===== src/rtl/io_out_fifo_pkg.sv =====
// Shared constants and helpers for the processor I/O queues.
// Default word/address sizing and the {addr,data} entry layout.
package io_out_fifo_pkg;

    localparam int NUBITS_DEF = 16;
    localparam int NUIOOU_DEF = 2;
    localparam int FDEPTH_DEF = 8;
    localparam int DCNTW_DEF  = 8;

    // Address width never collapses to zero, even for a single output port.
    function automatic int io_aw(input int n);
        return (n <= 2) ? 1 : $clog2(n);
    endfunction

    function automatic int io_lvlw(input int depth);
        return $clog2(depth + 1);
    endfunction

    localparam int AW_DEF = io_aw(NUIOOU_DEF);

    typedef struct packed {
        logic [AW_DEF-1:0]     addr;
        logic [NUBITS_DEF-1:0] data;
    } io_entry_t;

endpackage


===== src/rtl/io_fifo_mem.sv =====
// Dual-port register array for the I/O queues.
// Writes are synchronous; the read port is combinational so the head falls through.
module io_fifo_mem #(
    parameter int NADDRE = 8,
    parameter int NBDATA = 17
) (
    input  logic                      clk,
    input  logic                      i_we,
    input  logic [$clog2(NADDRE)-1:0] i_waddr,
    input  logic [NBDATA-1:0]         i_wdata,
    input  logic [$clog2(NADDRE)-1:0] i_raddr,
    output logic [NBDATA-1:0]         o_rdata
);

    logic [NBDATA-1:0] r_mem [NADDRE];

    always_ff @(posedge clk) begin
        if (i_we) begin
            r_mem[i_waddr] <= i_wdata;
        end
    end

    assign o_rdata = r_mem[i_raddr];

endmodule


===== src/rtl/io_out_fifo.sv =====
// Output-port buffer behind the processor write path: queues {addr,data} per write,
// drains over valid/ready, and flags/counts writes dropped while full.
module io_out_fifo
    import io_out_fifo_pkg::*;
#(
    parameter int NUBITS = NUBITS_DEF,
    parameter int NUIOOU = NUIOOU_DEF,
    parameter int FDEPTH = FDEPTH_DEF,
    parameter int DCNTW  = DCNTW_DEF
) (
    input  logic                              clk,
    input  logic                              rst,
    input  logic                              out_en,
    input  logic [io_aw(NUIOOU)-1:0]          addr_out,
    input  logic [NUBITS-1:0]                 io_out,
    output logic                              m_valid,
    output logic [io_aw(NUIOOU)-1:0]          m_addr,
    output logic [NUBITS-1:0]                 m_data,
    input  logic                              m_ready,
    output logic [io_lvlw(FDEPTH)-1:0]        level,
    output logic                              full,
    output logic                              ovf,
    output logic [DCNTW-1:0]                  drop_cnt,
    input  logic                              ovf_clr
);

    localparam int AW   = io_aw(NUIOOU);
    localparam int LVLW = io_lvlw(FDEPTH);
    localparam int PW   = $clog2(FDEPTH);
    localparam int EW   = AW + NUBITS;

    logic [PW-1:0]    r_wr_ptr;
    logic [PW-1:0]    r_rd_ptr;
    logic [LVLW-1:0]  r_level;
    logic             r_ovf;
    logic [DCNTW-1:0] r_drop_cnt;

    logic             w_push;
    logic             w_pop;
    logic             w_drop;
    logic             w_full;
    logic [EW-1:0]    w_rd_entry;

    assign m_valid = (r_level != '0);
    assign w_full  = (r_level == LVLW'(FDEPTH));
    assign w_pop   = m_valid & m_ready;
    // A pop on the same edge frees a slot, so a write to a full queue is still taken.
    assign w_push  = out_en & (~w_full | w_pop);
    assign w_drop  = out_en & w_full & ~w_pop;

    function automatic logic [PW-1:0] ptr_inc(input logic [PW-1:0] p);
        return (p == PW'(FDEPTH - 1)) ? '0 : p + 1'b1;
    endfunction

    always_ff @(posedge clk or negedge rst) begin
        if (!rst) begin
            r_wr_ptr <= '0;
            r_rd_ptr <= '0;
            r_level  <= '0;
        end else begin
            if (w_push) r_wr_ptr <= ptr_inc(r_wr_ptr);
            if (w_pop)  r_rd_ptr <= ptr_inc(r_rd_ptr);
            r_level <= r_level + LVLW'(w_push) - LVLW'(w_pop);
        end
    end

    // Clear wins over a coincident drop; that drop goes uncounted by design.
    always_ff @(posedge clk or negedge rst) begin
        if (!rst) begin
            r_ovf      <= 1'b0;
            r_drop_cnt <= '0;
        end else if (ovf_clr) begin
            r_ovf      <= 1'b0;
            r_drop_cnt <= '0;
        end else if (w_drop) begin
            r_ovf <= 1'b1;
            if (~&r_drop_cnt) r_drop_cnt <= r_drop_cnt + 1'b1;
        end
    end

    io_fifo_mem #(
        .NADDRE (FDEPTH),
        .NBDATA (EW)
    ) u_mem (
        .clk     (clk),
        .i_we    (w_push),
        .i_waddr (r_wr_ptr),
        .i_wdata ({addr_out, io_out}),
        .i_raddr (r_rd_ptr),
        .o_rdata (w_rd_entry)
    );

    assign m_addr   = w_rd_entry[EW-1:NUBITS];
    assign m_data   = w_rd_entry[NUBITS-1:0];
    assign level    = r_level;
    assign full     = w_full;
    assign ovf      = r_ovf;
    assign drop_cnt = r_drop_cnt;

endmodule

===== config.mk =====
export PLATFORM = sky130hd
export DESIGN_NAME = io_out_fifo
export DESIGN_NICKNAME = d
export VERILOG_FILES = /design/src/rtl/io_out_fifo_pkg.sv /design/src/rtl/io_fifo_mem.sv /design/src/rtl/io_out_fifo.sv
export SDC_FILE = /design/constraint.sdc
export NUM_CORES = 1
export LEC_CHECK = 0
export BUFFER_PORTS_ARGS = -buffer_cell sky130_fd_sc_hd__buf_4
export CORE_MARGIN = 4
export CORE_UTILIZATION = 36
export DETAILED_ROUTE_END_ITERATION = 10
export HOLD_SLACK_MARGIN = 0.05
export PLACE_DENSITY = 0.53
export REMOVE_ABC_BUFFERS = 1
export SYNTH_ARGS = -nofsm -noshare
export SYNTH_HDL_FRONTEND = slang
export SYNTH_SLANG_ARGS = --single-unit

===== constraint.sdc =====
create_clock -name clk -period 6.8 [get_ports clk]
set_input_delay 0.34 -clock clk [delete_from_list [all_inputs] [get_ports clk]]
set_output_delay 0.34 -clock clk [all_outputs]
set_load 0.005 [all_outputs]

Word level (Yosys, flattened, before mapping)
Memories as Yosys holds them, arrays and structs flattened. Cells that the tools add are included.

Multiplexer cells: 9. Add/sub/neg operators: 5. Bitwise gates (word level): 7. Equal/unequal tests: 4. Reduce and logical (&&, ||, !) cells: 4.

Operators by type and width (number): two-way mux 8 bit (3); adder 8 x 1 -> 8 bit, second input constant (1); AND reduction 8 bit (1); adder 3 x 1 -> 3 bit, second input constant (2); == test 3 bit, second input constant (2); two-way mux 3 bit (2); adder 4 x 1 -> 4 bit (1); bitwise AND 1 bit (4); == test 4 bit, second input constant (1); two-way mux 1 bit (4); nonzero test 4 bit (1); subtractor 4 x 1 -> 4 bit (1); != test 2 bit, second input constant (1); inverter 1 bit (2); AND reduction 2 bit (1); nonzero test 2 bit (1); OR 1 bit (1).

Input bits: 22. Memories: 1. Word-level logic and storage cells: 35. Bits in writable memories: 136. Bits in registers: 19. Output and inout port bits: 32.

Memory list: u_mem.r_mem (words 8, width 17, read ports 1, clocked after memory_dff 0, write ports 1, line io_fifo_mem.sv:15) `logic [NBDATA-1:0] r_mem [NADDRE];`.

Longest topological paths before layout
Gate-level depths: netlist of run 1.

Depth after elaboration: 6. Depth in mapped cells: 9. Gate-level depth less buffers: 9.

Modules after synthesis
A second synthesis of run 1 with hierarchy kept.

Cell total of the unflattened synthesis: 308. Area total of the unflattened synthesis: 6297.3 µm².

Modules (own cells, without submodules): io_fifo_mem (sequential area each 4083.9 µm², times used 1, area an instance 5258.8 µm², cells an instance 210); io_out_fifo (sequential area each 475.5 µm², times used 1, area an instance 1038.5 µm², cells an instance 98).

Worst setup path before layout of run 1
No wires, ideal clock.

Path kind: register to register. Start point: reg r_level[2], in the netlist level[2]. End point: mem u_mem.r_mem[0][0] (enable). Arrival: 2.670 ns. Period minus slack after synthesis: 3.105 ns. Setup time: 0.435 ns. Stages on the path, launching flop included: 6. Setup slack: 3.695 ns. Required time: 6.365 ns. Buffers on the path: 0. Cells stage by stage: dfrtp_1 -> inv_1 -> ha_1 -> nor2b_1 -> o21ai_2 -> nor4_1.

Cells in the longest elaborated chain, start to end: 6. Elaborated cells on any way between the ends: 8. Classes of those cells: eq/ne (1); mux (2); bitwise (4); reduce/logical (1).

RTL lines: start, declared (line io_out_fifo.sv:34) `logic [LVLW-1:0] r_level;`; start signal, assigned (line io_out_fifo.sv:63) `r_level <= r_level + LVLW'(w_push) - LVLW'(w_pop);`; nonzero test 4 bit or == test 4 bit (tied branches) (line io_out_fifo.sv:44, io_out_fifo.sv:45); bitwise AND 1 bit or inverter 1 bit (tied branches) (line io_out_fifo.sv:46, io_out_fifo.sv:48); OR 1 bit (*) (line io_out_fifo.sv:48) `assign w_push = out_en & (~w_full | w_pop);`; bitwise AND 1 bit (*) (line io_out_fifo.sv:48); two-way mux 1 bit (*) (line io_fifo_mem.sv:18) `if (i_we) begin`; two-way mux 1 bit (not written as such) (*) (line io_fifo_mem.sv:19) `r_mem[i_waddr] <= i_wdata;`; end, declared (line io_fifo_mem.sv:15).

Every way passes the cells marked *; elsewhere a longest branch is shown, timed or not.

Worst setup path in the final report of run 1
Start point: reg r_rd_ptr[0]. End point: out m_data[12].

Cells in the longest elaborated chain, start to end: 1.

RTL lines: start, declared (line io_out_fifo.sv:33) `logic [PW-1:0] r_rd_ptr;`; start signal, assigned (line io_out_fifo.sv:62) `if (w_pop) r_rd_ptr <= ptr_inc(r_rd_ptr);`; memory (8 x 17 bit); end, declared (line io_out_fifo.sv:18) `output logic [NUBITS-1:0] m_data,`.

No other way between the ends.

==> results of run 1 <==
## metal layers
layer  routed length [um]  part of all wire, %  GRT usage [%]  vias to the layer above
li1                     -                    -              -                     1391
met1                 5660                   46          17.85                     1630
met2                 5872                   48          20.33                       73
met3                  529                  4.3          3.808                       12
met4                  155                  1.3          4.634                        0
met5                    0                    0              0                        -
## worst min-delay path by stage
stage / startpoint / to / slack, ps / cells past startpoint
2_1_floorplan: rst / drop_cnt[0]$_DFFE_PN0P_ / 40 / 0
3_3_place_gp: rst / level[1]$_DFF_PN0_ / 230 / 1
3_5_place_dp: rst / level[1]$_DFF_PN0_ / 240 / 1
4_1_cts: ovf_clr / drop_cnt[3]$_DFFE_PN0P_ / 130 / 2
5_1_grt: io_out[0] / u_mem.r_mem[5][0]$_DFFE_PP_ / 150 / 1
6_report: ovf_clr / drop_cnt[3]$_DFFE_PN0P_ / 150 / 2
## registers in the layout (all words and copies together) (netlist names)
name / flops
drop_cnt: 8
level: 4
ovf: 1
r_rd_ptr: 3
r_wr_ptr: 3
u_mem.r_mem: 136
## cell type report
type | count | area (sq um)
Clock buffer | 21 | 440.4
Tap cell | 220 | 275.3
Inverter | 8 | 31.28
Fill cell | 1426 | 9205
Timing Repair Buffer | 66 | 498.0
Clock inverter | 9 | 171.4
Multi-Input combinational cell | 130 | 1578
Sequential cell | 155 | 4561
## kinds of logic after synthesis
| group | after synthesis | synth area share, % |
|---|---|---|
| adders and majority gates | 11 | 2.340 |
| and+or+nand+nor | 40 | 4.034 |
| muxes | 55 | 16.14 |
| DFF | 155 | 73.50 |
| xor gates and xnor gates | 2 | 0.2824 |
| buffers and inverters | 21 | 1.493 |
| AOI/OAI and AO/OA | 22 | 2.219 |
## per-stage QoR
stage / power (mW) / utilization, %
2_1_floorplan: 1.839 / -
3_3_place_gp: 2.218 / 41.37
3_5_place_dp: 2.226 / 41.37
4_1_cts: 3.224 / 45.08
5_1_grt: 3.335 / 45.08
6_report: 3.172 / 45.08
## power breakdown
part           internal (mW)  switching [mW]  leakage [nW]
Clock                  0.644           0.346         0.294
Combinational          0.497           0.383         0.897
Sequential              1.19           0.108          1.48
## worst max-delay path, stage by stage (launching register included)
cell and delay, ps:
dfrtp_2 640, buf_4 520, mux4_2 590, mux2_2 270, buf_4 130
## layout by cell type, fill, tap and decap left out, types with 2 or more instances in the layout
| master | count |
|---|---|
| or4_1 | 3 |
| nor3_1 | 4 |
| and4_1 | 2 |
| edfxtp_1 | 136 |
| nor2_1 | 4 |
| clkinv_2 | 3 |
| ha_1 | 10 |
| clkbuf_16 | 17 |
| clkbuf_1 | 4 |
| mux2_2 | 20 |
| dfrtp_1 | 18 |
| nor3_2 | 4 |
| nand2b_1 | 3 |
| inv_1 | 7 |
| buf_4 | 65 |
| a21o_1 | 3 |
| nand2_1 | 6 |
| a21oi_1 | 9 |
| bufinv_16 | 5 |
| o21ai_0 | 3 |
| mux4_2 | 34 |
| nand3_1 | 3 |
| or3b_2 | 2 |
| o41ai_1 | 2 |
==> flow_metrics.py, run 1 <==
metrics = {
    "status": {
        "status": "finished, final reports clean",
    },
    "timing": {
        "setup_viol_count_final": 0,
        "setup_slack_ps": 3875,
        "fin_crit_sh_pct": 43.01,
        "setup_tns_ps": 0,
        "fin_crit_ps": 2925,
        "finalClockSkew_ps": 13.77,
        "hold_ws_ps": 146.0,
        "rsz0062_at_grt": "false",
        "worst_pin_slew_ps": 1050,
        "hold_viol_final": 0,
        "slew_viol_final": 0,
        "max_freq_mhz": 341.9,
        "slew-limit-headroom_pct": 29.99,
    },
    "floorplanning": {
        "dieArea_sq_um": 19400,
        "die_w_um": 139.3,
        "fp.coreArea_sq_um": 16760,
        "start_util_pct": 37.01,
        "fp.dieH_um": 139.3,
        "io_pins": 54,
        "placement_rows": 47,
    },
    "worst_setup_path": {
        "crit_type": "reg -> out",
        "r2r_slack_ps": 4290,
        "timing.rr.end": "u_mem.r_mem[6][3]$_DFFE_PP_",
        "cp-start-kind": "flop",
        "cp-endpoint": "m_data[12]",
        "timing.rr.start": "level[2]$_DFF_PN0_",
        "startpoint": "r_rd_ptr[0]$_DFFE_PN0N_",
        "r2r_cells": 6,
        "cp.arrival_ps": 2580,
        "end_kind": "output pin",
        "worst_ep_required_time_ps": 6460,
        "crit_fanout": 24,
    },
    "drt": {
        "num_vias": 3106,
        "wl_um": 12220,
        "vias_per_cell": 5.100,
        "postRouteAntennaNets": 0,
        "wl_per_cell_um": 20.06,
        "drc": 0,
        "drt_first_pass_iters": 4,
        "initialDrtViolationCount": 153,
    },
    "grt": {
        "antenna_found_initial": 0,
        "grt_pass1_wl_um": 19120,
        "grt_start_max_net_pins": 37,
        "grt_usage_pct": 13.13,
        "grt_overflow": 0,
        "grt_pass1_vias": 3304,
    },
    "synth": {
        "synth_top_cell_area_share_pct": 65.83,
        "synthTopCellsByCount": "136 x edfxtp_1, 34 x mux4_2, 20 x mux2_2",
        "synthArstFlopShare_pct": 12.26,
        "yosysUniqueCellTypes": 40,
        "synthTopCellsByArea": "edfxtp_1 66%, mux4_2 12%, dfrtp_1 7.7%, mux2_2 3.6%, ha_1 2.0%",
        "synth_warnings": 0,
        "netlist_area_sq_um": 6203,
        "yosys.area.top_type": "edfxtp_1",
        "avgSynthCellArea_sq_um": 20.27,
        "synth.most_common_cell": "edfxtp_1",
        "netlist_instances": 306,
        "yosysSeqAreaShare_pct": 73.50,
        "synth_edf_count": 136,
        "synth_ff_type": "edfxtp_1",
        "synth-seq-cells": 155,
    },
    "cells_and_area": {
        "fin_nets": 411,
        "layout-drive-gt1-share_pct": 40.36,
        "finalNonFillerCells": 609,
        "final_area_sq_um": 7555,
        "areaGrowthSynthToFinish_pct": 21.78,
        "antenna_cells": 0,
    },
    "pwr": {
        "ir_drop_mv": 0.2426,
        "p_leak_nw": 2.670,
        "p_per_area_nw_per_um2": 419.9,
    },
    "placed_design": {
        "routabilityCongestion": 0.7474,
        "place_ws_ps": 4248,
        "post-place-cells": 578,
        "dpl_cell_area_sq_um": 6933,
        "dp_hpwl_um": 7203,
        "portBuffers": 53,
    },
    "clock_network": {
        "h-tree-depth": 4,
        "hold_buffers": 1,
        "cts.sinks": 155,
        "cts_tree": "built",
        "cts_buffer_depth": 2,
        "ctsResizeCount": 0,
        "cts_made_buffers": 17,
        "cts_setup_buffers": 0,
        "clk_latency_ps": 420,
        "cts-root-buf": "clkbuf_16",
        "cts.clk_slew.worst_paths_ps": 60,
    },
    "job": {
        "maxCapViolCount": 0,
    },
    "worst_hold_path": {
        "hold_class": "in -> reg",
    },
}
Note: power is estimated with default switching activity, not from simulation.
==> inputs of run 2 (changes only) <==
--- a/config.mk
+++ b/config.mk
@@ -5,6 +5,7 @@
 export SDC_FILE = /design/constraint.sdc
 export NUM_CORES = 1
 export LEC_CHECK = 0
+export ABC_AREA = 1
 export BUFFER_PORTS_ARGS = -buffer_cell sky130_fd_sc_hd__buf_4
 export CORE_MARGIN = 4
 export CORE_UTILIZATION = 36
==> constraint.sdc (replaced) <==
create_clock -name clk -period 2.9 [get_ports clk]
set_input_delay 0.145 -clock clk [delete_from_list [all_inputs] [get_ports clk]]
set_output_delay 0.145 -clock clk [all_outputs]
set_load 0.005 [all_outputs]
==> run 2 against run 1 <==
Compared with the run above:
- register-to-register slack got worse by 3500 ps
- wire length increased by 17%
- sequential power grew 130%
- largest power group unchanged
- critical endpoint is now m_data[8]
- cell count up 40%
- worst hold slack worse by 44 ps
- critical path depth rose by 2
- clock power rose by 140%
- first-iteration DRC count up 63%
- critical path type unchanged
==> flow_metrics.py, run 2 <==
metrics = {
    "status": {
        "status": "finished, final reports clean",
    },
    "synth": {
        "synth-seq-cells": 155,
        "synthAdderAreaFrac_pct": 2.232,
        "synthTopCellsByCount": "136 x edfxtp_1, 88 x nor2_1, 84 x nand2_1",
        "netlist_area_sq_um": 6501,
        "synth_top_family_by_area": "simple AND/OR/NAND/NOR gates",
        "yosysUniqueCellTypes": 35,
        "synthArstFlopShare_pct": 12.26,
        "synth_warnings": 0,
        "avgSynthCellArea_sq_um": 12.11,
        "synth_top_cell_area_share_pct": 62.82,
        "synth.most_common_cell": "edfxtp_1",
        "yosys.area_share.simple_pct": 13.47,
        "netlist_instances": 537,
        "yosys.area.top_type": "edfxtp_1",
        "yosysSeqAreaShare_pct": 70.13,
        "muxShareOfSynthArea_pct": 0,
        "synthTopCellsByArea": "edfxtp_1 63%, dfrtp_1 7.3%, o21ai_0 5.2%, nor2_1 5.1%, nand2_1 4.8%",
        "synth_edf_count": 136,
        "synth_compound_area_share_pct": 9.642,
        "synth_ff_type": "edfxtp_1",
        "synth_xor_area_share_pct": 0.5389,
    },
    "placed_design": {
        "post-place-cells": 803,
        "routabilityCongestion": 0.7906,
        "place_ws_ps": 829.5,
        "portBuffers": 53,
        "dpl_cell_area_sq_um": 7117,
        "dp_hpwl_um": 8072,
    },
    "drt": {
        "initialDrtViolationCount": 250,
        "postRouteAntennaNets": 0,
        "wl_um": 14350,
        "num_vias": 4297,
        "vias_per_cell": 5.026,
        "drt_first_pass_iters": 5,
        "drc": 0,
        "wl_per_cell_um": 16.79,
    },
    "grt": {
        "grt_usage_pct": 14.85,
        "met3_usage_pct": 4.402,
        "grt.busiest_layer": "met2",
        "use_met2_pct": 24.02,
        "grt_start_max_net_pins": 70,
        "grtUsageMet1_pct": 19.63,
        "antenna_found_initial": 0,
        "grt_pass1_vias": 4366,
        "grt_pass1_wl_um": 23250,
        "grt_overflow": 0,
    },
    "cells_and_area": {
        "antenna_cells": 0,
        "fin_nets": 650,
        "largest_reg_flops": 136,
        "layout_commonest_cell": "edfxtp_1",
        "layout-drive-gt1-share_pct": 18.10,
        "finalNonFillerCells": 855,
        "areaGrowthSynthToFinish_pct": 22.17,
        "final_area_sq_um": 7943,
        "layout_common_cells": "136 x edfxtp_1, 88 x nor2_1, 84 x nand2_1",
        "regMostFlops": "u_mem.r_mem",
        "finish.utilization_pct": 45.45,
    },
    "floorplanning": {
        "fp.dieH_um": 142.4,
        "placement_rows": 48,
        "dieArea_sq_um": 20270,
        "start_util_pct": 37.20,
        "die_w_um": 142.4,
        "fp.coreArea_sq_um": 17480,
        "io_pins": 54,
    },
    "timing": {
        "max_freq_mhz": 409.8,
        "rsz0062_at_grt": "false",
        "slew_viol_final": 0,
        "finalClockSkew_ps": 10.91,
        "setup_tns_ps": 0,
        "setup_slack_ps": 459.8,
        "fin_crit_sh_pct": 84.15,
        "setup_viol_count_final": 0,
        "hold_viol_final": 0,
        "fin_crit_ps": 2440,
        "worst_pin_slew_ps": 752.4,
        "slew-limit-headroom_pct": 49.53,
    },
    "clock_network": {
        "cts.sinks": 155,
        "cts.clk_slew.worst_paths_ps": 60,
        "cts_buffer_depth": 2,
        "ctsResizeCount": 0,
        "cts_tree": "built",
        "cts_setup_buffers": 0,
        "cts_made_buffers": 17,
        "cts-root-buf": "clkbuf_16",
        "clk_latency_ps": 420,
        "h-tree-depth": 4,
    },
    "worst_setup_path": {
        "crit_chain": "inv_4 -> o21ai_0 -> o22ai_1 -> nand2_1 -> nand2_1 -> buf_4",
        "crit_fanout": 69,
        "slowest_delay_ps": 620,
        "cp-start-kind": "flop",
        "crit_type": "reg -> out",
        "cpMaxStageDelayCell": "dfrtp_2",
        "cp.arrival_ps": 2300,
        "r2r_cells": 11,
        "end_kind": "output pin",
        "crit_top_cell": "nand2_1",
        "worst_ep_required_time_ps": 2760,
    },
    "pwr": {
        "clockPowerShare_pct": 30.1,
        "swShare_pct": 33.38,
        "p_leak_nw": 2.981,
        "internal_power_mw": 5.190,
        "switching_power_mw": 2.600,
        "p_per_area_nw_per_um2": 980.9,
        "comb_power_share_pct": 32.0,
        "p_seq_share_pct": 37.9,
        "ir_drop_mv": 0.4800,
    },
    "worst_hold_path": {
        "hold_class": "in -> reg",
        "hold_depth": 3,
    },
    "job": {
        "maxCapViolCount": 0,
    },
}
[run 2: stage by stage]
step / power, mW / hold WS, ps
floorplan: 4.385 / -150.6
global placement: 5.469 / 37.76
detailed placement: 5.517 / 41.90
CTS: 7.889 / 89.34
global route: 8.325 / 98.78
finish: 7.791 / 102.0
[run 2: timing repair]
action	CTS	global route
setup endpoints to repair	0	0
endpoints found under the hold margin	161	0
hold buffers	20	0
[run 2: cell type report]
class | count | area (sq um)
timing repair buffer | 87 | 703.2
tap | 225 | 281.5
clock buffer | 19 | 432.9
sequential | 155 | 4561
fill | 1593 | 9534
multi-input combinational | 333 | 1683
inverter | 23 | 88.84
clock inverter | 13 | 192.7
[run 2: power groups by stage]
| stage | clock network (mW) | logic [mW] | registers [mW] |
|---|---|---|---|
| 2_1_floorplan | 0 | 1.33 | 3.06 |
| 3_3_place_gp | 0 | 2.48 | 2.99 |
| 3_5_place_dp | 0 | 2.52 | 3.00 |
| 4_1_cts | 2.38 | 2.55 | 2.96 |
| 5_1_grt | 2.50 | 2.84 | 2.99 |
| 6_report | 2.34 | 2.50 | 2.95 |
[run 2: cell families after synthesis]
family                   count (synthesis)
buffers and inverters                   49
AND/OR/NAND/NOR                        204
flip-flops                             155
XOR/XNOR                                 4
adder cells (fa/ha/maj)                 11
AO/OA/AOI/OAI                          114
[run 2: layer usage]
layer | vias up | share of wire, % | wire length [um]
li1 | 2068 | - | -
met1 | 2116 | 46 | 6595
met2 | 99 | 48 | 6865
met3 | 14 | 5.4 | 768
met4 | 0 | 0.86 | 123
met5 | - | 0 | 0
[run 2: critical path, delay by kind of cell, from the launching register on]
kind / cells / cell delay (ps)
AOI/OAI and AO/OA: 2 / 350
DFF: 1 / 620
buffers and inverters: 2 / 720
and+or+nand+nor: 2 / 170
[run 2: worst paths after layout]
check | start | endpoint | slack (ps)
max | r_rd_ptr[0]$_DFFE_PN0N_ | m_data[8] | 460
min | m_ready | r_rd_ptr[0]$_DFFE_PN0N_ | 100
max reg2reg | level[2]$_DFF_PN0_ | level[1]$_DFF_PN0_ | 830
min reg2reg | ovf$_DFFE_PN0P_ | ovf$_DFFE_PN0P_ | 550
max in group asynchronous | rst | r_rd_ptr[0]$_DFFE_PN0N_ | 2520
min in group asynchronous | rst | drop_cnt[7]$_DFFE_PN0P_ | 150
